File: src/rtl/wash_pkg.sv
// Shared encodings and default timing constants for the washer timer,
// its washer FSM neighbour and the bench.
package wash_pkg;

   localparam logic [1:0] PROG_QUICK  = 2'b00;
   localparam logic [1:0] PROG_NORMAL = 2'b01;
   localparam logic [1:0] PROG_HEAVY  = 2'b10;

   typedef enum logic [2:0] {
      ST_IDLE,
      ST_ARMED,
      ST_WASH,
      ST_WASH_EXP,
      ST_SPIN,
      ST_SPIN_EXP
   } timer_state_e;

   localparam int DEF_TICK_DIV = 1000;
   localparam int DEF_T_QUICK  = 100;
   localparam int DEF_T_NORMAL = 200;
   localparam int DEF_T_HEAVY  = 400;
   localparam int DEF_T_SPIN   = 50;

   // A zero duration would never expire through the 1->0 tick, so it becomes 1.
   function automatic int clamp1(input int v);
      return (v < 1) ? 1 : v;
   endfunction

endpackage

File: src/rtl/wash_tick_prescaler.sv
// Divides clk into one-cycle ticks every TICK_DIV un-held cycles.
module wash_tick_prescaler #(
   parameter int TICK_DIV = 1000
) (
   input  logic clk,
   input  logic rst,
   input  logic clear,
   input  logic hold,
   output logic tick
);

   localparam int PW = (TICK_DIV > 1) ? $clog2(TICK_DIV) : 1;
   localparam logic [PW-1:0] LAST = PW'(TICK_DIV - 1);

   if (TICK_DIV < 1) begin : g_bad_div
      $error("TICK_DIV must be at least 1");
   end

   logic [PW-1:0] cnt;

   always_ff @(posedge clk) begin
      if (rst || clear)
         cnt <= '0;
      else if (!hold)
         cnt <= (cnt == LAST) ? '0 : cnt + PW'(1);
   end

   assign tick = (cnt == LAST) && !hold;

endmodule

File: src/rtl/wash_cycle_timer.sv
// Wash-pass and spin timer feeding cycle_timeout/spin_timeout to the washer FSM.
module wash_cycle_timer
   import wash_pkg::*;
#(
   parameter int CNT_W    = 16,
   parameter int TICK_DIV = DEF_TICK_DIV,
   parameter int T_QUICK  = DEF_T_QUICK,
   parameter int T_NORMAL = DEF_T_NORMAL,
   parameter int T_HEAVY  = DEF_T_HEAVY,
   parameter int T_SPIN   = DEF_T_SPIN
) (
   input  logic             clk,
   input  logic             rst,
   input  logic             start,
   input  logic [1:0]       prog_sel,
   input  logic             motor,
   input  logic             spin_en,
   input  logic             done,
   input  logic             pause,
   input  logic             abort,
   output logic             cycle_timeout,
   output logic             spin_timeout,
   output logic             busy,
   output logic [1:0]       prog_active,
   output logic [1:0]       pass_cnt,
   output logic [CNT_W-1:0] remaining
);

   localparam longint MAX_DUR = (longint'(1) << CNT_W) - 1;

   if (clamp1(T_QUICK) > MAX_DUR || clamp1(T_NORMAL) > MAX_DUR ||
       clamp1(T_HEAVY) > MAX_DUR || clamp1(T_SPIN) > MAX_DUR) begin : g_bad_dur
      $error("duration parameter does not fit in CNT_W");
   end

   localparam logic [CNT_W-1:0] DUR_Q = CNT_W'(clamp1(T_QUICK));
   localparam logic [CNT_W-1:0] DUR_N = CNT_W'(clamp1(T_NORMAL));
   localparam logic [CNT_W-1:0] DUR_H = CNT_W'(clamp1(T_HEAVY));
   localparam logic [CNT_W-1:0] DUR_S = CNT_W'(clamp1(T_SPIN));

   timer_state_e     state_q, state_d;
   logic [CNT_W-1:0] rem_q, rem_d;
   logic             cto_q, cto_d, sto_q, sto_d, busy_q;
   logic [1:0]       prog_q, prog_d, pass_q, pass_d;
   logic [CNT_W-1:0] wash_dur;
   logic             tick, counting;

   // Prescaler sits at zero outside the counting states, so each phase starts aligned.
   assign counting = (state_q == ST_WASH) || (state_q == ST_SPIN);

   wash_tick_prescaler #(.TICK_DIV(TICK_DIV)) u_presc (
      .clk   (clk),
      .rst   (rst),
      .clear (!counting),
      .hold  (pause),
      .tick  (tick)
   );

   always_comb begin
      case (prog_q)
         PROG_QUICK: wash_dur = DUR_Q;
         PROG_HEAVY: wash_dur = DUR_H;
         default:    wash_dur = DUR_N;
      endcase
   end

   always_comb begin
      state_d = state_q;
      rem_d   = rem_q;
      cto_d   = cto_q;
      sto_d   = sto_q;
      prog_d  = prog_q;
      pass_d  = pass_q;
      case (state_q)
         ST_IDLE: if (start) begin
            state_d = ST_ARMED;
            prog_d  = (prog_sel == 2'b11) ? PROG_NORMAL : prog_sel;
            pass_d  = 2'd0;
         end
         ST_ARMED: if (motor) begin
            state_d = ST_WASH;
            rem_d   = wash_dur;
         end else if (spin_en) begin
            state_d = ST_SPIN;
            rem_d   = DUR_S;
         end
         ST_WASH: if (tick) begin
            rem_d = rem_q - CNT_W'(1);
            if (rem_q == CNT_W'(1)) begin
               state_d = ST_WASH_EXP;
               cto_d   = 1'b1;
            end
         end
         ST_WASH_EXP: if (!motor) begin
            state_d = ST_ARMED;
            cto_d   = 1'b0;
            pass_d  = (pass_q == 2'd3) ? pass_q : pass_q + 2'd1;
         end
         ST_SPIN: if (tick) begin
            rem_d = rem_q - CNT_W'(1);
            if (rem_q == CNT_W'(1)) begin
               state_d = ST_SPIN_EXP;
               sto_d   = 1'b1;
            end
         end
         ST_SPIN_EXP: if (done) begin
            state_d = ST_IDLE;
            sto_d   = 1'b0;
         end
         default: state_d = ST_IDLE;
      endcase
      // Abort wins over everything; program and pass count stay for diagnosis.
      if (abort) begin
         state_d = ST_IDLE;
         rem_d   = '0;
         cto_d   = 1'b0;
         sto_d   = 1'b0;
         prog_d  = prog_q;
         pass_d  = pass_q;
      end
   end

   always_ff @(posedge clk) begin
      if (rst) begin
         state_q <= ST_IDLE;
         rem_q   <= '0;
         cto_q   <= 1'b0;
         sto_q   <= 1'b0;
         busy_q  <= 1'b0;
         prog_q  <= 2'b00;
         pass_q  <= 2'd0;
      end else begin
         state_q <= state_d;
         rem_q   <= rem_d;
         cto_q   <= cto_d;
         sto_q   <= sto_d;
         busy_q  <= (state_d != ST_IDLE);
         prog_q  <= prog_d;
         pass_q  <= pass_d;
      end
   end

   assign cycle_timeout = cto_q;
   assign spin_timeout  = sto_q;
   assign busy          = busy_q;
   assign prog_active   = prog_q;
   assign pass_cnt      = pass_q;
   assign remaining     = rem_q;

endmodule

File: config.mk
export PLATFORM = sky130hd
export DESIGN_NAME = wash_cycle_timer
export DESIGN_NICKNAME = d
export VERILOG_FILES = /design/src/rtl/wash_pkg.sv /design/src/rtl/wash_tick_prescaler.sv /design/src/rtl/wash_cycle_timer.sv
export SDC_FILE = /design/constraint.sdc
export NUM_CORES = 1
export LEC_CHECK = 0
export CORE_MARGIN = 4
export CORE_UTILIZATION = 47
export CTS_CLUSTER_DIAMETER = 30
export DETAILED_ROUTE_END_ITERATION = 8
export HOLD_SLACK_MARGIN = 0.02
export PLACE_DENSITY_LB_ADDON = 0.3
export SYNTH_ARGS = -nofsm -noshare
export SYNTH_HDL_FRONTEND = slang
export SYNTH_SLANG_ARGS = --single-unit
File: constraint.sdc
create_clock -name clk -period 2.35 [get_ports clk]
set_clock_uncertainty 0.05 [all_clocks]
set_input_delay 0.47 -clock clk [delete_from_list [all_inputs] [get_ports clk]]
set_output_delay 0.47 -clock clk [all_outputs]
set_load 0.01 [all_outputs]
=== Word level (Yosys, flattened, before mapping) ===
Cells that the tools add are included.

* $add $sub $neg: 3
* Equality and inequality tests: 20
* Muxes and demuxes: 28
* Bitwise logic cells: 1
* Reductions and logical operators: 19

{| class="wikitable"
|+ Operator list
! operator !! count
|-
| $mux W16 || 3
|-
| $pmux W16 S2 || 1
|-
| $mux W3 || 10
|-
| $pmux W3 S6 || 1
|-
| $pmux W9 S2 || 1
|-
| $eq A16 B1 Y1 const B || 1
|-
| $sub A16 B1 Y16 const B || 1
|-
| $ne A2 B2 Y1 const B || 6
|-
| $add A10 B1 Y10 const B || 1
|-
| $eq A10 B10 Y1 const B || 1
|-
| $mux W10 || 1
|-
| $mux W2 || 4
|-
| $reduce_and A4 Y1 || 2
|-
| $reduce_bool A2 Y1 || 4
|-
| $eq A2 B2 Y1 const B || 3
|-
| $eq A3 B2 Y1 const B || 2
|-
| $eq A3 B3 Y1 const B || 2
|-
| $ne A2 B1 Y1 const B || 3
|-
| $reduce_and A3 Y1 || 2
|-
| $reduce_and A5 Y1 || 1
|-
| $mux W1 || 4
|-
| $pmux W1 S2 || 2
|-
| $pmux W2 S2 || 1
|-
| $reduce_or A2 Y1 || 2
|-
| 10 further kinds || 12
|}

* Register bits after elaboration: 36
* Input bits: 10

=== Logic depth before layout (Yosys ltp) ===
Gate-level depths: netlist of the first run.

* Depth after elaboration: 6
* Mapped depth: 9
* Mapped depth without buffers: 6

=== Modules after synthesis ===
From an unflattened synthesis of the first run, not the netlist that was laid out.

* Cell total of the unflattened synthesis: 251
* Area total of the unflattened synthesis: 2232.1 sq um

{| class="wikitable"
|+ By module, submodules not included
! module !! instances !! cells an instance !! area an instance (sq um) !! sequential area each (sq um)
|-
| wash_cycle_timer || 1 || 198 || 1710.4 || 520.5
|-
| wash_tick_prescaler || 1 || 53 || 521.8 || 200.2
|}

=== Worst setup path before layout of the first run ===
No wires, ideal clock.

* Kind: register to register
* Start point: register u_presc.cnt[3]
* End point: register rem_q[12], in the netlist remaining[12]
* Library setup time: 0.071 ns
* Data arrival time: 2.137 ns
* Data required time: 2.229 ns
* Slack: 0.092 ns
* Stages on the path, launching flop included: 8
* Clock period less this slack: 2.258 ns
* Cells stage by stage: dfxtp_1 -> or3b_1 -> or4_1 -> buf_2 -> o21a_4 -> buf_6 -> or4b_1 -> a21oi_1

* Longest elaborated chain between the ends: 4

{| class="wikitable"
|+ Ends and longest elaborated chain
! item !! line !! source
|-
| start: declaration || wash_tick_prescaler.sv:19 || <nowiki>logic [PW-1:0] cnt;</nowiki>
|-
| start signal: assignment || wash_tick_prescaler.sv:25 || <nowiki>cnt <= (cnt == LAST) ? '0 : cnt + PW'(1);</nowiki>
|-
| $eq A10 B10 Y1 || wash_tick_prescaler.sv:28 || <nowiki>assign tick = (cnt == LAST) && !hold;</nowiki>
|-
| $logic_and A1 B1 Y1 || wash_tick_prescaler.sv:28 ||
|-
| $ne A2 B1 Y1 (no source line) || -- ||
|-
| $reduce_and A3 Y1 (no source line) || -- ||
|-
| end signal: assignment || wash_cycle_timer.sv:134 || <nowiki>rem_q <= rem_d;</nowiki>
|-
| end: declaration || wash_cycle_timer.sv:42 || <nowiki>logic [CNT_W-1:0] rem_q, rem_d;</nowiki>
|}

No other way between the ends.
A chain may end at the register's enable or synchronous reset.

=== Worst setup path after layout of the first run ===
* Start point: register rem_q[9], in the netlist remaining[9]
* End point: register rem_q[14], in the netlist remaining[14]

* Longest elaborated chain between the ends: 3

{| class="wikitable"
|+ Ends and longest elaborated chain
! item !! line !! source
|-
| $sub A16 B1 Y16 || wash_cycle_timer.sv:88, wash_cycle_timer.sv:100 ||
|-
| $mux W16 || wash_cycle_timer.sv:87, wash_cycle_timer.sv:99 ||
|-
| $pmux W16 S2 || wash_cycle_timer.sv:74 || <nowiki>case (state_q)</nowiki>
|}

No other way between the ends. The select of a mux whose other input is x is not followed.

==> out/results.tsv, run 1 <==
metric	value	unit
internal power contribution	1.06	mW
Worst Reg2Reg Path Length in Cells	5	
power share of the clock group	43.4	%
HP Class	register to register	
wire length per cell after detailed routing	14.1	um
Final Hold Vio Count	0	
area of the die	5060	um2
maximum cell stage delay along the critical path	0.53	ns
number of nets still failing antenna checks after routing	0	
power density over cell area	534	nW/um2
highest-delay cell along the critical path	or4_4	
Hold Crit Depth	2	
Post-DP HPWL	3310	um
Final setup viols	0	
Post-synth EDFFs	0	
measured slew at the worst slew-check pin	0.390	ns
top flip-flop cell by instance count after synthesis	dfxtp_1	
Setup CP Type	register to register	
Switching Power	306	uW
synth-to-layout area growth	36.9	%
TritonCTS buffer count	5	
clk root buf	clkbuf_8	
Ys Warns	0	
post-synthesis instance area	1870	um2
max-slew violations	0	
combined area of the multi-input logic cells	1140	um2
power share of the combinational group	10.9	%
first-pass GRT wire length	7680	um
CP top delay family	simple AND/OR/NAND/NOR gates	
Yosys cell types	47	
effective utilization at floorplan	50.0	%
sink count of the clock tree	36	
overall fraction of global-route tracks in use	19.0	%
Clk Latency, worst-skew pair	0.29	ns
Post-synth ARST share	0	%
capture endpoint of the worst hold path	pass_cnt[1]	
synthesized netlist net count	244	
Critical path buffers and inverters	0	
Worst setup SP type	register	
number of H-tree branching levels	2	
Post-Synthesis Mean Instance Area	8.14	um2
boundary pin count	33	
Crit. End Element	register	
highest net fanout along the worst path	6	
sequential group share of total power	45.7	%
most used cell, CP	or4_4	
initial detailed-routing violation count	140	
clock period minus final worst setup slack	2.25	ns
Chip Width	71.1	um
Leak	0.915	nW
number of antenna violations at the first check in global routing	0	
peak supply drop	0.000370	V
final global-route overflow total	0	
number of storage elements in the synthesis netlist	36	
source of the worst hold timing path	pass_cnt[1]	
port buffer count	32	
Seq/Total Area, Yosys	38.5	%
critical path cell sequence	or4_4, or3_1, or2_1, or4_4, a21oi_2	
count of max-cap constraint violations	0	
detail-routed via count per cell	5.65	
Slew headroom	73.9	%
cell count after synthesis	230	
number of global-route vias before repair	1671	
required time reported for the critical path endpoint	2.53	ns
R2R Path Start	remaining[9]	
weighted congestion reported at the end of routability-driven placement	0.862	
post-route fraction of the period consumed by the critical path	95.9	%
Rows	22	
final-layout fill cell count	326	
flop2flop setup slack	0.1	ns
Clock transition at path regs	0.07	ns
final net count	297	
hold_ws	0.422	ns
Die Y-Extent	71.1	um
Max Clock Freq	444	MHz
maximum number of pins on one net before global-route repair	15	
sw frac	22.3	%
total number of vias	1877	
CTS tree	built	
fraction of layout cells with a size suffix above 1	16.5	%
total iterations of the first detailed-routing run	4	
utilization of the core after routing	68.5	%
ant diodes	0	
DRC violations left	0	
number of buffers added for setup after CTS	0	
status	complete, no violations	
Crit path arrival time	2.43	ns
CTS Buffer Depth	2	
total routed wirelength	4680	um
Crit Reg-Reg Endpoint	remaining[14]	
total area of sequential cells	721	um2
Cell Count Post-Placement	323	
core region area	3740	um2
Layout Cells excl Fill	332	
[tightest hold or removal path, delay by kind of cell (launching register included)]
kind / cells / cell delay (ns)
flip-flops: 1 / 0.32
AO/OA/AOI/OAI: 1 / 0.05
AND/OR/NAND/NOR: 1 / 0.05
[flip-flops by register name (all words and copies together), names as in the netlist]
signal and count:
busy 1, cycle_timeout 1, pass_cnt 2, prog_active 2, remaining 16, spin_timeout 1, state_q 3, u_presc.cnt 10
[metrics by stage]
stage	instance area (um2)	power (mW)	setup slack, ns	TNS, ns
6_report	2560	1.37	0.0959	0
5_1_grt	2560	1.42	-0.00309	-0.00309
4_1_cts	2520	1.37	0.0283	0
3_5_place_dp	2380	0.778	-0.344	-3.90
3_3_place_gp	2380	0.776	-0.304	-3.30
2_1_floorplan	1870	0.712	0.0919	0
[how the worst max path moves through the flow]
stage,startpoint,endpoint,slack [ns],depth (start not counted)
final,remaining[9],remaining[14],0.1,5
after global routing,u_presc.cnt[0],remaining[11],-0.003,6
after CTS,remaining[7],remaining[14],0.03,5
after detailed placement,pause,remaining[10],-0.34,6
after global placement,pause,remaining[9],-0.30,6
after floorplan,u_presc.cnt[3],remaining[12],0.09,7
[synthesized netlist by cell type (2+ instances only)]
| cell | number | area, um2 |
|---|---|---|
| a31oi_1 | 3 | 18.8 |
| nor3b_1 | 3 | 22.5 |
| o31ai_1 | 9 | 67.6 |
| dfxtp_1 | 36 | 721 |
| or2_1 | 2 | 12.5 |
| buf_2 | 2 | 10.0 |
| xor2_1 | 4 | 35.0 |
| inv_1 | 5 | 18.8 |
| nor2_1 | 29 | 109 |
| o21ai_0 | 7 | 35.0 |
| and3_1 | 2 | 12.5 |
| or4_1 | 8 | 60.1 |
| nand2b_1 | 3 | 18.8 |
| nor4bb_1 | 2 | 20.0 |
| o211ai_1 | 3 | 22.5 |
| or3_1 | 7 | 43.8 |
| nor4_1 | 2 | 12.5 |
| a21oi_1 | 19 | 95.1 |
| nand3_1 | 6 | 30.0 |
| nand4b_1 | 2 | 17.5 |
| nor3_1 | 8 | 40.0 |
| clkbuf_1 | 7 | 26.3 |
| or2_2 | 2 | 12.5 |
| a211oi_1 | 2 | 15.0 |
| mux2i_1 | 2 | 20.0 |
| xnor2_1 | 7 | 61.3 |
| o21a_1 | 2 | 15.0 |
| nand2_1 | 23 | 86.3 |
| ha_1 | 4 | 50.1 |
| nand3b_1 | 2 | 15.0 |
[what timing repair did]
action	in CTS	in global routing
hold buffers	0	0
setup endpoints to repair	7	7
resized for setup	1	12
pin swaps	2	8
cloned	1	0
[power by group through the flow]
stage | clock network [mW] | registers (mW) | logic (mW)
2_1_floorplan | 0 | 0.641 | 0.0712
3_3_place_gp | 0 | 0.639 | 0.136
3_5_place_dp | 0 | 0.640 | 0.138
4_1_cts | 0.603 | 0.626 | 0.141
5_1_grt | 0.629 | 0.627 | 0.162
6_report | 0.594 | 0.626 | 0.149
[final cells by class]
cell class                 count  share of cell area (%)
multi-input combinational    180                    44.6
inverter                       5                   0.732
clock inverter                 1                    1.17
timing repair buffer          55                    19.3
tap                           48                    2.34
clock buffer                   7                    3.76
sequential                    36                    28.1
[kinds of logic after synthesis]
kind of cell    after synthesis  share of synthesized area (%)
mux                           2                           1.07
simple gates                108                           30.6
buf+inv                      15                           3.54
fa+ha+maj                     4                           2.67
compound gates               54                           18.5
flops                        36                           38.5
xor+xnor                     11                           5.14
[metal layers]
metal | GRT usage, % | wire, um | up-vias | share of wire [%]
met3 | 4.26 | 225 | 7 | 4.8
met4 | 6.26 | 65 | 0 | 1.4
met5 | 0 | 0 | - | 0
met1 | 25.1 | 2200 | 884 | 47
li1 | - | - | 944 | -
met2 | 30.5 | 2190 | 42 | 47
[placed cells by master (no fill, tap or decap), types with 8 or more instances in the layout]
master           netlist  layout
buf_4                  0      23
nor2_1                29      29
clkdlybuf4s50_1        0      31
dfxtp_1               36      36
nand2_1               23      23
nor3_1                 8       8
o31ai_1                9       8
a21oi_1               19      15
(Power assumes the default switching activity.)
==> inputs of run 2 (changes only) <==
--- a/config.mk
+++ b/config.mk
@@ -11,6 +11,7 @@
 export DETAILED_ROUTE_END_ITERATION = 8
 export HOLD_SLACK_MARGIN = 0.02
 export PLACE_DENSITY_LB_ADDON = 0.3
+export SLEW_MARGIN = 20
 export SYNTH_ARGS = -nofsm -noshare
 export SYNTH_HDL_FRONTEND = slang
 export SYNTH_SLANG_ARGS = --single-unit
==> results of run 2 <==
No change in the layout: final DEF, timing and power equal those of run 1.
